`src/rtl/gate_sequencer.sv`:
```
// gate_sequencer: run controller for the gate array.
// Drives the shared sync / transmit-start / receive-pull / gate-clock strobes
// for GATE_NUMBER gates. Each run captures a gate mask, a pulse count
// (0 = continuous) and a ready-wait timeout (0 = none), then alternates
// WAIT (until every participating gate is ready) and PULSE. A run ends in DONE,
// in ERR (timeout, failing gates reported) or by abort.
//
// Ports:
//   i_clk, i_rst        clock, asynchronous active-high reset
//   i_start, i_abort    run request (IDLE only) / terminate run
//   i_gate_mask         participating gates, sampled at accepted start
//   i_cycles            pulses per run, 0 = continuous, sampled at start
//   i_timeout           max WAIT cycles without ready, 0 = none, sampled at start
//   i_tx_ready/i_rx_ready  per-gate ready inputs
//   o_gen_sync, o_tx_start, o_rx_pull, o_clock  registered state decodes
//   o_busy, o_done, o_timeout_err               status
//   o_fail_mask         masked gates not ready at timeout
//   o_cycle_cnt         pulses issued in the current or last run
module gate_sequencer #(
    parameter int unsigned GATE_NUMBER = 4,
    parameter int unsigned CYCLE_W     = 8,
    parameter int unsigned TIMEOUT_W   = 10
) (
    input  logic                   i_clk,
    input  logic                   i_rst,
    input  logic                   i_start,
    input  logic                   i_abort,
    input  logic [GATE_NUMBER-1:0] i_gate_mask,
    input  logic [CYCLE_W-1:0]     i_cycles,
    input  logic [TIMEOUT_W-1:0]   i_timeout,
    input  logic [GATE_NUMBER-1:0] i_tx_ready,
    input  logic [GATE_NUMBER-1:0] i_rx_ready,
    output logic                   o_gen_sync,
    output logic                   o_tx_start,
    output logic                   o_rx_pull,
    output logic                   o_clock,
    output logic                   o_busy,
    output logic                   o_done,
    output logic                   o_timeout_err,
    output logic [GATE_NUMBER-1:0] o_fail_mask,
    output logic [CYCLE_W-1:0]     o_cycle_cnt
);

    typedef enum logic [2:0] {
        S_IDLE   = 3'd0,
        S_LAUNCH = 3'd1,
        S_WAIT   = 3'd2,
        S_PULSE  = 3'd3,
        S_DONE   = 3'd4,
        S_ERR    = 3'd5
    } state_t;

    state_t                 state_q, state_d;
    logic [GATE_NUMBER-1:0] mask_q;
    logic [CYCLE_W-1:0]     cycles_q;
    logic [TIMEOUT_W-1:0]   timeout_q;
    logic [TIMEOUT_W-1:0]   wait_cnt_q;
    logic [CYCLE_W-1:0]     cycle_cnt_q;
    logic [GATE_NUMBER-1:0] fail_mask_q;

    logic gen_sync_q, tx_start_q, rx_pull_q, clock_q, busy_q, done_q, timeout_err_q;

    logic [GATE_NUMBER-1:0] gate_ok;
    logic                   all_ready;
    logic                   start_accept;
    logic                   timeout_hit;
    logic [CYCLE_W-1:0]     cycle_inc;

    // Non-participating gates always count as ready.
    assign gate_ok      = (i_tx_ready & i_rx_ready) | ~mask_q;
    assign all_ready    = &gate_ok;
    assign start_accept = (state_q == S_IDLE) && i_start && (|i_gate_mask);
    assign timeout_hit  = (timeout_q != '0) && (wait_cnt_q == (timeout_q - TIMEOUT_W'(1)));
    assign cycle_inc    = cycle_cnt_q + CYCLE_W'(1);

    // Next-state decode; abort overrides every transition out of a busy state.
    always_comb begin
        state_d = state_q;
        case (state_q)
            S_IDLE:   if (start_accept) state_d = S_LAUNCH;
            S_LAUNCH: state_d = S_WAIT;
            S_WAIT: begin
                if (all_ready)        state_d = S_PULSE;
                else if (timeout_hit) state_d = S_ERR;
            end
            S_PULSE: begin
                if ((cycles_q != '0) && (cycle_inc == cycles_q)) state_d = S_DONE;
                else                                             state_d = S_WAIT;
            end
            S_DONE:   state_d = S_IDLE;
            S_ERR:    state_d = S_IDLE;
            default:  state_d = S_IDLE;
        endcase
        if (i_abort && (state_q != S_IDLE)) state_d = S_IDLE;
    end

    // State, run parameters, counters and registered strobes.
    always_ff @(posedge i_clk or posedge i_rst) begin
        if (i_rst) begin
            state_q       <= S_IDLE;
            mask_q        <= '0;
            cycles_q      <= '0;
            timeout_q     <= '0;
            wait_cnt_q    <= '0;
            cycle_cnt_q   <= '0;
            fail_mask_q   <= '0;
            gen_sync_q    <= 1'b1;
            tx_start_q    <= 1'b0;
            rx_pull_q     <= 1'b0;
            clock_q       <= 1'b0;
            busy_q        <= 1'b0;
            done_q        <= 1'b0;
            timeout_err_q <= 1'b0;
        end else begin
            state_q <= state_d;

            if (start_accept) begin
                mask_q      <= i_gate_mask;
                cycles_q    <= i_cycles;
                timeout_q   <= i_timeout;
                fail_mask_q <= '0;
            end

            // Pulse counter: cleared on start, bumped on every edge leaving PULSE.
            if (start_accept)              cycle_cnt_q <= '0;
            else if (state_q == S_PULSE)   cycle_cnt_q <= cycle_inc;

            // Wait counter is zero on the first cycle of every WAIT visit.
            if (state_q == S_WAIT) wait_cnt_q <= wait_cnt_q + TIMEOUT_W'(1);
            else                   wait_cnt_q <= '0;

            if ((state_q == S_WAIT) && (state_d == S_ERR))
                fail_mask_q <= mask_q & ~(i_tx_ready & i_rx_ready);

            // Strobes are decodes of the next state so they line up with state_q.
            gen_sync_q    <= (state_d == S_IDLE);
            tx_start_q    <= (state_d == S_LAUNCH) || (state_d == S_PULSE);
            rx_pull_q     <= (state_d == S_PULSE);
            clock_q       <= (state_d == S_PULSE);
            busy_q        <= (state_d != S_IDLE);
            done_q        <= (state_d == S_DONE);
            timeout_err_q <= (state_d == S_ERR);
        end
    end

    assign o_gen_sync    = gen_sync_q;
    assign o_tx_start    = tx_start_q;
    assign o_rx_pull     = rx_pull_q;
    assign o_clock       = clock_q;
    assign o_busy        = busy_q;
    assign o_done        = done_q;
    assign o_timeout_err = timeout_err_q;
    assign o_fail_mask   = fail_mask_q;
    assign o_cycle_cnt   = cycle_cnt_q;

endmodule
```
`config.mk`:
```
export PLATFORM = sky130hd
export DESIGN_NAME = gate_sequencer
export DESIGN_NICKNAME = d
export VERILOG_FILES = /design/src/rtl/gate_sequencer.sv
export SDC_FILE = /design/constraint.sdc
export NUM_CORES = 1
export LEC_CHECK = 0
export CAP_MARGIN = 20
export CORE_ASPECT_RATIO = 1.4
export CORE_MARGIN = 1
export CORE_UTILIZATION = 55
export CTS_CLUSTER_SIZE = 28
export DETAILED_ROUTE_END_ITERATION = 10
export GPL_TIMING_DRIVEN = 0
export HOLD_SLACK_MARGIN = 0.15
export PLACE_DENSITY_LB_ADDON = 0.25
export SYNTH_ARGS = -nofsm -noshare
export SYNTH_HDL_FRONTEND = slang
export SYNTH_SLANG_ARGS = --single-unit
```
`constraint.sdc`:
```
create_clock -name i_clk -period 6.1 [get_ports i_clk]
set_input_delay 0.61 -clock i_clk [delete_from_list [all_inputs] [get_ports i_clk]]
set_output_delay 0.61 -clock i_clk [all_outputs]
set_load 0.005 [all_outputs]
```
==> results.ini <==
[outcome]
status=complete, no violations

[placed_design]
portBuffers=52
hpwl_microns=4760
gp_congestion=0.845
dpl_cell_area_sq_um=3520

[timing]
period_share=0.481
fmax_ghz=0.341
hold_violations=0
min_period_ps=2940
finalMaxSlewViolations=0
finalSetupTns_ps=0
max_slew_margin=0.718
rsz0062_at_grt=false
worst_pin_slew_ps=420
setup_viol=0
finClkSkew_ps=9.67

[worst_hold_path]
min_path_type=flop to flop

[grt]
met3_usage=0.0273
met1_usage=0.312
grt-busiest-layer=met2
track_usage=0.252
gr-usage-met2=0.450
grt_pass1_wl_microns=11000
grt_pass1_vias=2415
grt_start_max_net_pins=38
gr-total-overflow=0
antenna_found_initial=0

[pwr]
swShare=0.393
power_switching_mw=0.527
power_frac_comb=0.404
clkPwrFrac=0.176
power-per-cell-area_nw_per_um2=370
p_leak_nw=1.58
ir_drop_v=0.000225
p_int_mw=0.813
p_seq_frac=0.420

[cts]
cts_buffers=5
cts-resized-gates=0
cts_sinks=53
cts.clk_slew.worst_paths_ps=100
cts_root_buf=clkbuf_8
clk-insertion-delay-late_ps=310
cts_tree=done
post_cts.repair.setup_buffers=0
postCtsHoldBufs=0
cts_buffer_depth=2
cts_max_level=2

[routing]
routed_via_density=5.60
routed_wl_microns=6370
drc=0
drt-pass1-iter-count=4
vias=2464
antenna_left=0
drtIter0Drc=160
wl_per_cell_microns=14.5

[final_layout]
nets=412
fin_area_sq_um=3620
drive_above_1_share=0.0745
fillers=395
diodes=0
area_delta_synth_final_pct=25.2

[floorplan]
fp-row-count=30
die_h_microns=87.8
fp.dieW_microns=63.3
die-area_sq_um=5560
io_pins=53
start_util=0.584
core_sq_um=4950

[setup_path]
arrival_ps=3130
path_class=flop to flop
cp_max_fo=10
worstSetupStartpointType=flop
endpoint_kind=flop
cp.required_ps=6290

[flow_run]
drv_cap=0

[yosys]
syn-num-nets=352
async_reset_ff_frac=1.00
yosys.area.top_type=dfrtp_1
synth_area_leaders=dfrtp_1, nand2_1, xnor2_1, xor2_1, o21ai_0
ys.flop_type=dfrtp_1
seq_area_frac_synth=0.459
syn_area_sq_um=2900
synth_most_common_cell=nand2_1
synth_top_area_frac=0.449
synth_edf_count=0
syn_avg_cell_area_sq_um=9.19
ys_ff_latch=53
synth_commonest_cells=nand2_1, dfrtp_1, o21ai_0
yosys_warnings=0
ys_types=54
synthCells=315

[cells by family after synthesis]
kind of cell    synth area share
compound gates             0.105
xor+xnor                  0.0873
fa+ha+maj                 0.0130
buf+inv                   0.0363
flops                      0.459
mux                       0.0242
simple gates               0.276
[final timing paths]
path	startpoint	end	slack, ps	depth (start not counted)
min in group asynchronous	i_rst	timeout_q[5]$_DFFE_PP0P_	590	2
worst min register to register	mask_q[2]$_DFFE_PP0P_	mask_q[2]$_DFFE_PP0P_	480	2
worst max register to register	timeout_q[1]$_DFFE_PP0P_	o_fail_mask[0]$_DFFE_PP0P_	3160	9
worst max-delay path	timeout_q[1]$_DFFE_PP0P_	o_fail_mask[0]$_DFFE_PP0P_	3160	9
worst min-delay path	mask_q[2]$_DFFE_PP0P_	mask_q[2]$_DFFE_PP0P_	480	2
max in group asynchronous	i_rst	o_gen_sync$_DFF_PP1_	4900	3
[metal layers]
| layer | vias to the layer above | part of all wire |
|---|---|---|
| li1 | 1208 | - |
| met1 | 1185 | 0.41 |
| met2 | 62 | 0.54 |
| met3 | 9 | 0.030 |
| met4 | 0 | 0.016 |
| met5 | - | 0 |
[power by group through the flow]
stage,logic [mW],clock network [mW],registers [mW]
2_1_floorplan,0.392,0,0.539
3_3_place_gp,0.518,0,0.564
3_5_place_dp,0.541,0,0.566
4_1_cts,0.546,0.239,0.562
5_1_grt,0.613,0.252,0.578
6_report,0.542,0.235,0.563
[state kept, by name, summed over array words and instances, names as in the netlist]
signal	cells
mask_q	4
o_done	1
cycles_q	8
o_timeout_err	1
o_fail_mask	4
o_gen_sync	1
wait_cnt_q	10
o_tx_start	1
state_q	3
timeout_q	10
o_clock	1
o_busy	1
o_cycle_cnt	8
[worst max-delay path, cell delays in order (launching register included)]
cell and delay [ps]:
dfrtp_1 540, inv_1 110, ha_1 190, clkbuf_1 200, nor4_1 300, a32oi_1 90
o311a_1 380, or4_4 570, buf_6 150, mux2_4 300
[cells in the final DEF, fill, tap and decap left out, drive strengths merged, types with 3 or more instances in the layout]
cell / count
mux2: 4
a21oi: 6
xnor2: 15
xor2: 13
nor4b: 3
nand2: 74
nor4: 6
nor2: 18
clkbuf: 17
nand2b: 4
nor3: 6
dfrtp: 52
and2: 6
clkdlybuf4s50: 52
buf: 5
o21ai: 21
and4: 3
or3: 7
a21boi: 5
nand3: 11
inv: 5
or4: 4
nand4: 7
and3: 3
a211oi: 3
ha: 3
[cell type report]
cell class	instances	area, sq um	area share
clock buffer	6	72.6	0.0200
sequential	53	1330	0.366
tap	64	80.1	0.0221
multi-input combinational	242	1460	0.404
buffer	15	86.3	0.0238
clock inverter	2	35.0	0.00967
inverter	5	18.8	0.00518
timing repair buffer	53	541	0.149
[through the flow]
stage | utilization | setup WS, ps | hold WS [ps] | total power, mW | std cells
6_report | 0.731 | 3160 | 485 | 1.34 | 440
5_1_grt | 0.731 | 3020 | 515 | 1.44 | 440
4_1_cts | 0.731 | 3210 | 485 | 1.35 | 440
3_5_place_dp | 0.710 | 3090 | 462 | 1.11 | 432
3_3_place_gp | 0.706 | 3110 | 456 | 1.08 | 431
2_1_floorplan | - | 3520 | 439 | 0.932 | 315
No activity file was read; power rests on OpenSTA's default activity.
